### config.mk
export PLATFORM = sky130hd
export DESIGN_NAME = dmem_arbiter
export DESIGN_NICKNAME = d
export VERILOG_FILES = /design/src/rtl/dmem_arbiter.sv
export SDC_FILE = /design/constraint.sdc
export NUM_CORES = 1
export LEC_CHECK = 0
export BUFFER_PORTS_ARGS = -buffer_cell sky130_fd_sc_hd__buf_2
export CAP_MARGIN = 20
export CORE_MARGIN = 3
export CORE_UTILIZATION = 34
export CTS_BUF_LIST = sky130_fd_sc_hd__clkbuf_4 sky130_fd_sc_hd__clkbuf_8 sky130_fd_sc_hd__clkbuf_16
export CTS_CLUSTER_SIZE = 25
export DETAILED_ROUTE_END_ITERATION = 6
export GPL_TIMING_DRIVEN = 1
export MAX_ROUTING_LAYER = met4
export PLACE_DENSITY = 0.7
export SLEW_MARGIN = 10
export SYNTH_ARGS = -nofsm -noshare
export SYNTH_HDL_FRONTEND = slang
export SYNTH_SLANG_ARGS = --single-unit
### constraint.sdc
create_clock -name clk_i -period 2 [get_ports clk_i]
set_clock_uncertainty 0.05 [all_clocks]
set_input_delay 0.3 -clock clk_i [delete_from_list [all_inputs] [get_ports clk_i]]
set_output_delay 0.3 -clock clk_i [all_outputs]
set_load 0.02 [all_outputs]
### src/rtl/dmem_arbiter.sv
// dmem_arbiter: shares one data-memory port between the CPU memory stage and the VGA scanout reader.
// Define DMEM_ARB_PERF_EN to add the perf_cpu_stall_o / perf_vga_wait_o cycle counters.
module dmem_arbiter #(
  parameter int max_cpu_run_p  = 4,
  parameter int vga_wait_max_p = 8
) (
  input  logic        clk_i,
  input  logic        rst_i,
  input  logic        cpu_r_v_i,
  input  logic        cpu_w_v_i,
  input  logic [31:0] cpu_addr_i,
  input  logic [31:0] cpu_data_i,
  output logic [31:0] cpu_data_o,
  output logic        cpu_done_o,
  output logic        cpu_stall_o,
  input  logic        vga_r_v_i,
  input  logic [31:0] vga_addr_i,
  output logic [31:0] vga_data_o,
  output logic        vga_done_o,
  output logic        mem_r_v_o,
  output logic        mem_w_v_o,
  output logic [31:0] mem_addr_o,
  output logic [31:0] mem_data_o,
  input  logic [31:0] mem_data_i,
  input  logic        mem_ready_i
`ifdef DMEM_ARB_PERF_EN
  ,
  output logic [31:0] perf_cpu_stall_o,
  output logic [31:0] perf_vga_wait_o
`endif
);
  localparam int rw = $clog2(max_cpu_run_p + 1);
  localparam int ww = $clog2(vga_wait_max_p + 1);
  localparam logic [rw-1:0] run_max = rw'(max_cpu_run_p);
  localparam logic [ww-1:0] wait_max = ww'(vga_wait_max_p);
  typedef enum logic [1:0] {IDLE, CPU_BUSY, VGA_BUSY} state_t;
  state_t r_state, w_next;
  logic [rw-1:0] r_run;
  logic [ww-1:0] r_wait;
  logic r_mem_r, r_mem_w;
  logic [31:0] r_mem_addr, r_mem_data;
  logic w_cpu_req, w_idle, w_vga_grant, w_cpu_grant, w_fin, w_vga_waiting;
  assign w_cpu_req = cpu_r_v_i | cpu_w_v_i;
  assign w_idle = r_state == IDLE;
  assign w_vga_waiting = vga_r_v_i & (r_state != VGA_BUSY);
  assign w_vga_grant = w_idle & vga_r_v_i & (r_wait >= wait_max | r_run >= run_max | ~w_cpu_req);
  assign w_cpu_grant = w_idle & ~w_vga_grant & w_cpu_req;
  assign w_fin = ~w_idle & mem_ready_i;
  assign mem_r_v_o = r_mem_r;
  assign mem_w_v_o = r_mem_w;
  assign mem_addr_o = r_mem_addr;
  assign mem_data_o = r_mem_data;

  always_ff @(posedge clk_i) r_state <= rst_i ? IDLE : w_next;

  always_comb w_next = w_vga_grant ? VGA_BUSY : w_cpu_grant ? CPU_BUSY : w_fin ? IDLE : r_state;

  // done is gated by reset so an access abandoned by reset never reports completion
  always_comb begin
    cpu_done_o = (r_state == CPU_BUSY) & mem_ready_i & ~rst_i;
    vga_done_o = (r_state == VGA_BUSY) & mem_ready_i & ~rst_i;
    cpu_data_o = cpu_done_o ? mem_data_i : '0;
    vga_data_o = vga_done_o ? mem_data_i : '0;
    cpu_stall_o = w_cpu_req & ~cpu_done_o;
  end

  always_ff @(posedge clk_i) begin
    if (rst_i) begin
      r_mem_r <= 1'b0;
      r_mem_w <= 1'b0;
      r_mem_addr <= '0;
      r_mem_data <= '0;
      r_run <= '0;
      r_wait <= '0;
    end else begin
      if (w_vga_grant) begin
        r_mem_r <= 1'b1;
        r_mem_w <= 1'b0;
        r_mem_addr <= vga_addr_i;
        r_mem_data <= '0;
      end else if (w_cpu_grant) begin
        r_mem_r <= cpu_r_v_i;
        r_mem_w <= cpu_w_v_i & ~cpu_r_v_i;
        r_mem_addr <= cpu_addr_i;
        r_mem_data <= cpu_data_i;
      end else if (w_fin) begin
        r_mem_r <= 1'b0;
        r_mem_w <= 1'b0;
      end
      if (w_vga_grant | (w_idle & ~vga_r_v_i)) r_run <= '0;
      else if (w_cpu_grant & vga_r_v_i & (r_run < run_max)) r_run <= r_run + 1'b1;
      if (w_vga_grant) r_wait <= '0;
      else if (w_vga_waiting & (r_wait < wait_max)) r_wait <= r_wait + 1'b1;
    end
  end

`ifdef DMEM_ARB_PERF_EN
  logic [31:0] r_perf_stall, r_perf_wait;
  always_ff @(posedge clk_i) begin
    if (rst_i) begin
      r_perf_stall <= '0;
      r_perf_wait <= '0;
    end else begin
      r_perf_stall <= r_perf_stall + {31'd0, cpu_stall_o};
      r_perf_wait <= r_perf_wait + {31'd0, w_vga_waiting};
    end
  end
  assign perf_cpu_stall_o = r_perf_stall;
  assign perf_vga_wait_o = r_perf_wait;
`endif

  a_rw_excl: assert property (@(posedge clk_i) disable iff (rst_i) !(cpu_r_v_i && cpu_w_v_i));
endmodule
=== Word level (Yosys, flattened, before mapping) ===
Cells that the tools add are included.

* Memory bits (writable): 0
* Register bits after elaboration: 75
* Output and inout bits: 133
* Logic and storage cells: 61
* Memories: 0
* ROM bits: 0
* Latch bits: 0

* Magnitude comparators: 4
* Reduce and logical (&&, ||, !) cells: 6
* Equal/unequal tests: 3
* Shift-type cells: 0
* Bitwise logic cells: 27
* $mul: 0
* Multiplexer cells: 11
* Divide/modulo/power cells: 0
* $add $sub $neg: 2

{| class="wikitable"
|+ Operators by type and width
! kind !! number
|-
| 32-bit two-way mux || 4
|-
| 1-bit AND || 16
|-
| 1-bit inverter || 7
|-
| 2-bit two-way mux || 3
|-
| 4-bit by 1-bit adder with 4-bit output (second input constant) || 1
|-
| 4-bit >= comparator (second input constant) || 1
|-
| 4-bit < comparator (second input constant) || 1
|-
| 1-bit two-way mux || 4
|-
| 1-bit OR || 4
|-
| 2-bit nonzero test || 2
|-
| 2-bit OR reduction || 2
|-
| 3-bit by 1-bit adder with 3-bit output (second input constant) || 1
|-
| 3-bit >= comparator (second input constant) || 1
|-
| 3-bit < comparator (second input constant) || 1
|-
| 3-bit nonzero test || 1
|-
| 2-bit by 1-bit equality test with 1-bit output (second input constant) || 1
|-
| 2-bit equality test (second input constant) || 1
|-
| 2-bit zero test || 1
|-
| 2-bit inequality test (second input constant) || 1
|}

=== Depth between registers and ports, before layout ===
Gate-level depths: netlist (run 1).

* Depth in word-level cells: 9
* Mapped depth: 6
* Mapped depth without buffers: 4

=== Worst setup path after synthesis (run 1) ===
OpenSTA, ideal clock, no wires.

* Path type: reg-to-output
* Start: reg r_state[1]
* End: out cpu_data_o[23]
* Arrival time: 1,561 ps
* Path slack: 89 ps
* Cell stages (with the launch flop): 4
* Path buffers: 1
* Required time: 1,650 ps
* Cell sequence: dfxtp_1 nor4bb_1 clkbuf_1 and2_1

* Word-level cells in the longest chain between the ends: 4

{| class="wikitable"
|+ RTL lines
! element !! line !! source
|-
| from (decl) || 37 || <nowiki>state_t r_state, w_next;</nowiki>
|-
| from (signal assigned) || 54 || <nowiki>always_ff @(posedge clk_i) r_state <= rst_i ? IDLE : w_next;</nowiki>
|-
| 2-bit by 1-bit equality test with 1-bit output || 60 || <nowiki>cpu_done_o = (r_state == CPU_BUSY) & mem_ready_i & ~rst_i;</nowiki>
|-
| 1-bit AND (2 in series) || 60 ||
|-
| named net cpu_done_o || 14 || <nowiki>output logic cpu_done_o,</nowiki>
|-
| 32-bit two-way mux || 62 || <nowiki>cpu_data_o = cpu_done_o ? mem_data_i : '0;</nowiki>
|-
| to (decl) || 13 || <nowiki>output logic [31:0] cpu_data_o,</nowiki>
|}

The timed path passes the listed nets, and every way through them passes these cells.

=== Worst setup path after layout (run 1) ===
* Start: reg r_state[1]
* End: out cpu_data_o[17]

* Word-level cells in the longest chain between the ends: 4

{| class="wikitable"
|+ RTL lines
! element !! line
|-
| 2-bit by 1-bit equality test with 1-bit output || 60
|-
| 1-bit AND (2 in series) || 60
|-
| 32-bit two-way mux || 62
|}

No other way between the ends.

==> metrics.txt, run 1 <==
synth warn 0; pin count of the biggest net entering global routing 65; worst vdd ir 245 uV; Final period util 0.991; die height 107 um; Worst EP arrival 1.63 ns; register bit total from synthesis 75; IO Count 267; row count 36; Port Buf Inserts 266; layout cells sized above 1 0.528; fin util 0.604; DIE AREA 11400 um^2; CTS Sinks 75; highest clock rate 505 MHz; Tmin final 1.98 ns; DR iter-0 viols 230; final hold vios 0; Pwr Total 0.00381 W; RSZ-0062 raised after global routing true; DRT antenna net count 0; Gate Count Post-Synth 450; initial antenna violation count 0; Die W 107 um; Fillers 856; crit-path max FO 8; DR vias 4185; outcome finished clean; Post-DP HPWL 9.21 mm; Placed Cells 830; min-delay worst type input pin to flip-flop; slowest stage delay, CP 0.38 ns; Avg Cell Area, Syn 7.68 um^2; antenna cell count 0; routed wire length 13.6 mm; Mapped Area 3450 um^2; CTS tree yes; CP Class flip-flop to output pin; max-slew violation count 0; Clock Tree Buf Depth 2; Least-Margin Pin Slew 0.534 ns; TritonRoute pass-1 iters 5; DRC Markers 0; Slew HR 0.644; GPL Wtd Cong 0.882; Layout area overhead 71.7%; Vias/cell 4.88; post-synthesis sequential area ratio 0.435; cell area power density 642 nW/um^2; Crit path top cell by count buf_6; mux cell area share after synthesis 0; clock latency on the worst-skew pair 0.34 ns; Syn Nets 587; CP Buf/Inv Count 3; core area 9820 um^2; crit end category output pin; Non-Filler Instances 857; Num CTS Buffers 9; drt wl/cell 15.9 um; hold buffers post-CTS 0; vias in the first global route 3837; critical path's top delay family buffers and inverters; Initial Util 0.352; final setup violation count 0; Critical Path Source Type flip-flop; Compound-Gate Fraction of Synth Area 0.170; CTS clk-pin slew, worst paths 0.07 ns; Leak Pwr 2.96 nW; first-pass GRT wire length 18.7 mm; root buffer cell clkbuf_8; Worst path slowest cell dfxtp_4; Cell variety after synth 32; H-Tree Level Count 3; total track usage 0.210; Synth Area in Simple Gates 0.332; critical-path cell list nor4bb_4 > buf_6 > clkbuf_16 > and2_4 > buf_6; Max Cap Violations 0; GR Overflow Total 0; adder and majority cell fraction of the synthesized area 0.0109; post-synthesis xor/xnor area fraction 0.00507; main combinational cell family by area after synthesis simple AND/OR/NAND/NOR gates; worst endpoint required time 1.65 ns; nets 857
## worst reg2reg max path: stages, from the launching register on
cell,delay [ns]
dfxtp_4,0.35
buf_4,0.13
or2_0,0.23
buf_4,0.18
a21oi_4,0.13
buf_12,0.27
nor2_1,0.07
a311oi_1,0.27
## kinds of logic after synthesis
family,Yosys count
flops,75
fa+ha+maj,3
compound gates,83
buf+inv,36
xor+xnor,2
simple gates,251
## final timing paths
path / cells after the start / endpoint / slack (ns) / start
worst max-delay path: 5 / cpu_data_o[17] / 0.02 / r_state[1]
worst min-delay path: 3 / mem_data_o[27] / 0.14 / cpu_data_i[27]
worst min register to register: 2 / mem_data_o[0] / 0.40 / mem_data_o[0]
worst max register to register: 7 / mem_addr_o[0] / 0.22 / r_state[0]
## through the flow
stage | hold WS, ns | worst slack [ns] | TNS (ns) | area [um^2]
global placement | 0.389 | 0.0998 | 0 | 4970
CTS | 0.117 | -0.00519 | -0.0263 | 5430
floorplan | 0.386 | 0.0893 | 0 | 3450
detailed placement | 0.394 | 0.224 | 0 | 5000
finish | 0.137 | 0.0183 | 0 | 5930
global route | 0.129 | -0.0758 | -1.83 | 5930
## cells in the mapped netlist (all sizes together)
cell type	instances	area [um^2]
ha	3	37.5
o311ai	1	26.3
and2	65	407
dfxtp	75	1500
a21oi	43	226
xnor2	1	8.76
nor3	2	10.0
nand2	131	492
nor3b	1	7.51
xor2	1	8.76
inv	3	11.3
or3	2	12.5
nor2b	1	6.26
nor2	41	159
nor4bb	1	10.0
nand4	1	6.26
a311oi	32	280
or2	1	6.26
nand3	1	5.00
o21ba	1	10.0
nand2b	4	25.0
buf	20	106
a211oi	1	7.51
o21ai	3	15.0
clkbuf	13	48.8
o311a	1	11.3
a41oi	1	8.76
## power by group
group / internal [W] / leakage, nW / switching [W]
clock network: 0.000499 / 0.0928 / 0.000516
registers: 0.00164 / 0.621 / 0.0000727
logic: 0.000448 / 2.25 / 0.000636
total: 0.00259 / 2.96 / 0.00122
## layout make-up
class	instances	area, um^2	share of cell area
Inverter	3	11.3	0.00190
Clock buffer	12	153	0.0257
Multi-Input combinational cell	339	1980	0.334
Clock inverter	3	15.0	0.00253
Sequential cell	75	1510	0.254
Timing Repair Buffer	292	2100	0.353
Tap cell	133	166	0.0280
## per-layer routing
metal  vias to the layer above  track usage  wire length (um)
met5                         -            -                 0
met4                         0       0.0858               425
met3                        29       0.0421              1000
met2                       195        0.389              7160
met1                      1934        0.216              5000
li1                       2027            -                 -
## sequential cells by signal (all words and copies together), names as in the netlist
| register | flops |
|---|---|
| r_wait | 4 |
| r_run | 3 |
| mem_addr_o | 32 |
| mem_w_v_o | 1 |
| mem_data_o | 32 |
| r_state | 2 |
| mem_r_v_o | 1 |
## cell usage in the layout, fill, tap and decap left out, drive strengths merged
cell type	count
nor3	2
nor2	41
or3	2
clkinv	3
o311ai	1
nand4	1
a41oi	1
inv	3
a211oi	1
nand2b	4
nor3b	1
nand2	131
or2	1
nor2b	1
nor4bb	1
buf	289
ha	3
o311a	1
xor2	1
nand3	1
and2	65
a311oi	32
clkbuf	15
o21ba	1
a21oi	43
xnor2	1
o21ai	3
dfxtp	75
## what timing repair did
| action | in CTS | in global routing |
|---|---|---|
| setup endpoints to repair | 64 | 65 |
| resized for setup | 76 | 140 |
| pin swaps | 2 | 52 |
| setup buffers | 2 | 2 |
| gates cloned | 6 | 3 |
Note: power is estimated with default switching activity, not from simulation.
==> run 2: changes to the inputs <==
- CTS_CLUSTER_DIAMETER: default -> 60
- SETUP_SLACK_MARGIN: default -> 0.05
==> metrics.txt, run 2 (same netlist as run 1, synthesis figures left out) <==
routed wire length 13.5 mm (was 13.6 mm); final hold vios 0 (unchanged); Worst Hold Depth 3 (unchanged); worst vdd ir 245 uV (about the same); final setup violation count 0 (unchanged); Max Cap Violations 0 (unchanged); total track usage 0.224 (was 0.210); Tmin final 1.95 ns (was 1.98 ns); Clock Tree Buf Depth 2 (unchanged); Post-DP HPWL 9.21 mm (unchanged); DRT antenna net count 0 (unchanged); first-pass GRT wire length 19.8 mm (was 18.7 mm); Non-Filler Instances 857 (unchanged); GPL Wtd Cong 0.882 (unchanged); worst endpoint required time 1.65 ns (about the same); most frequent cells in the layout buf_2 (201), nand2_1 (131), dfxtp_1 (73) (unchanged); die height 107 um (unchanged); Slew HR 0.647 (was 0.644); cell area power density 642 nW/um^2 (about the same); Die W 107 um (unchanged); DR iter-0 viols 231 (was 230); row count 36 (unchanged); fin util 0.603 (was 0.604); crit end category output pin (unchanged); Layout area overhead 71.4% (was 71.7%); CTS tree yes (unchanged); Leak Pwr 2.96 nW (about the same); CP Class flip-flop to output pin (unchanged); hold_sp cpu_data_i[27] (unchanged); root buffer cell clkbuf_8 (unchanged); Hold WS 0.146 ns (was 0.137 ns); Final period util 0.976 (was 0.991); RR Startpoint r_state[0] (unchanged); R2R cell count 7 (unchanged); DRC Markers 0 (unchanged); hold buffers post-CTS 0 (unchanged); commonest non-fill, non-tap cell in the layout buf_2 (unchanged); Worst EP arrival 1.60 ns (was 1.63 ns); H-Tree Level Count 3 (unchanged); TritonRoute pass-1 iters 4 (was 5); Initial Util 0.352 (unchanged); DR vias 4157 (was 4185); CTS clk-pin slew, worst paths 0.07 ns (about the same); drt wl/cell 15.7 um (was 15.9 um); Fillers 853 (was 856); outcome finished clean (unchanged); DIE AREA 11400 um^2 (unchanged); RSZ-0062 raised after global routing true (unchanged); crit-path max FO 8 (unchanged); core area 9820 um^2 (unchanged); Num CTS Buffers 9 (unchanged); antenna cell count 0 (unchanged); clock latency on the worst-skew pair 0.33 ns (was 0.34 ns); Port Buf Inserts 266 (unchanged); nets 857 (unchanged); layout cells sized above 1 0.528 (unchanged); Crit. Startpoint r_state[1] (unchanged); initial antenna violation count 0 (unchanged); min-delay worst type input pin to flip-flop (unchanged); Vias/cell 4.85 (was 4.88); IO Count 267 (unchanged); Least-Margin Pin Slew 0.529 ns (was 0.534 ns); Critical Path Source Type flip-flop (unchanged); Total Neg Setup Slack 0 ns (unchanged); pin count of the biggest net entering global routing 65 (unchanged); max-slew violation count 0 (unchanged); vias in the first global route 3980 (was 3837); Placed Cells 830 (unchanged); CTS Sinks 75 (unchanged); highest clock rate 513 MHz (was 505 MHz); GR Overflow Total 0 (unchanged)
## run 2: changes by cell type in the layout (fill, tap and decap cells not counted)
cell / previous run / this run
clkbuf_16: 3 / 2
buf_12: 4 / 5
buf_6: 70 / 72
buf_8: 3 / 1
## run 2: final cells by class
cell class / instances / area (um^2) / area share
clock inverters: 3 / 15.0 / 0.00254
inverters: 3 / 11.3 / 0.00190
multi-input cells: 339 / 1980 / 0.335
flip-flops and latches: 75 / 1510 / 0.255
repair buffers: 292 / 2080 / 0.352
clock buffers: 12 / 153 / 0.0258
well taps: 133 / 166 / 0.0281
## run 2: metal layers
| metal | vias to the layer above | track usage | part of all wire |
|---|---|---|---|
| met2 | 183 | 0.402 | 0.53 |
| li1 | 2030 | - | - |
| met5 | - | - | 0 |
| met1 | 1922 | 0.235 | 0.38 |
| met4 | 0 | 0.0995 | 0.028 |
| met3 | 22 | 0.0494 | 0.062 |
## run 2: repair_timing
item,4_1_cts,5_1_grt
buffers inserted,4,1
gates cloned,6,2
pin swaps,22,34
endpoints found under the hold margin,0,0
gates resized for setup,189,28
endpoints found under the setup margin,67,66
## run 2: final timing paths
path               endpoint  slack (ns)
max          cpu_data_o[18]        0.05
min          mem_data_o[27]        0.15
max reg2reg   mem_addr_o[0]        0.22
min reg2reg   mem_data_o[0]        0.40
## run 2: stage by stage
stage	setup WS (ns)	cell area [um^2]	power (W)
4_1_cts	-0.000761	5800	0.00384
2_1_floorplan	0.0893	3450	0.00232
5_1_grt	-0.0474	5920	0.00403
3_3_place_gp	0.0998	4970	0.00271
6_report	0.0488	5920	0.00380
3_5_place_dp	0.224	5000	0.00275
## run 2: power breakdown
part           internal (W)  switching [W]  total, W  leakage, nW
clock              0.000500       0.000513   0.00101       0.0928
combinational      0.000445       0.000634   0.00108         2.25
sequential          0.00164      0.0000728   0.00171        0.621
total               0.00258        0.00122   0.00380         2.96
## run 2: worst max-delay path, stage by stage, from the launching register on
cell       delay (ns)
dfxtp_4          0.37
nor4bb_4         0.29
buf_6            0.18
clkbuf_16        0.15
and2_1           0.15
buf_6            0.12
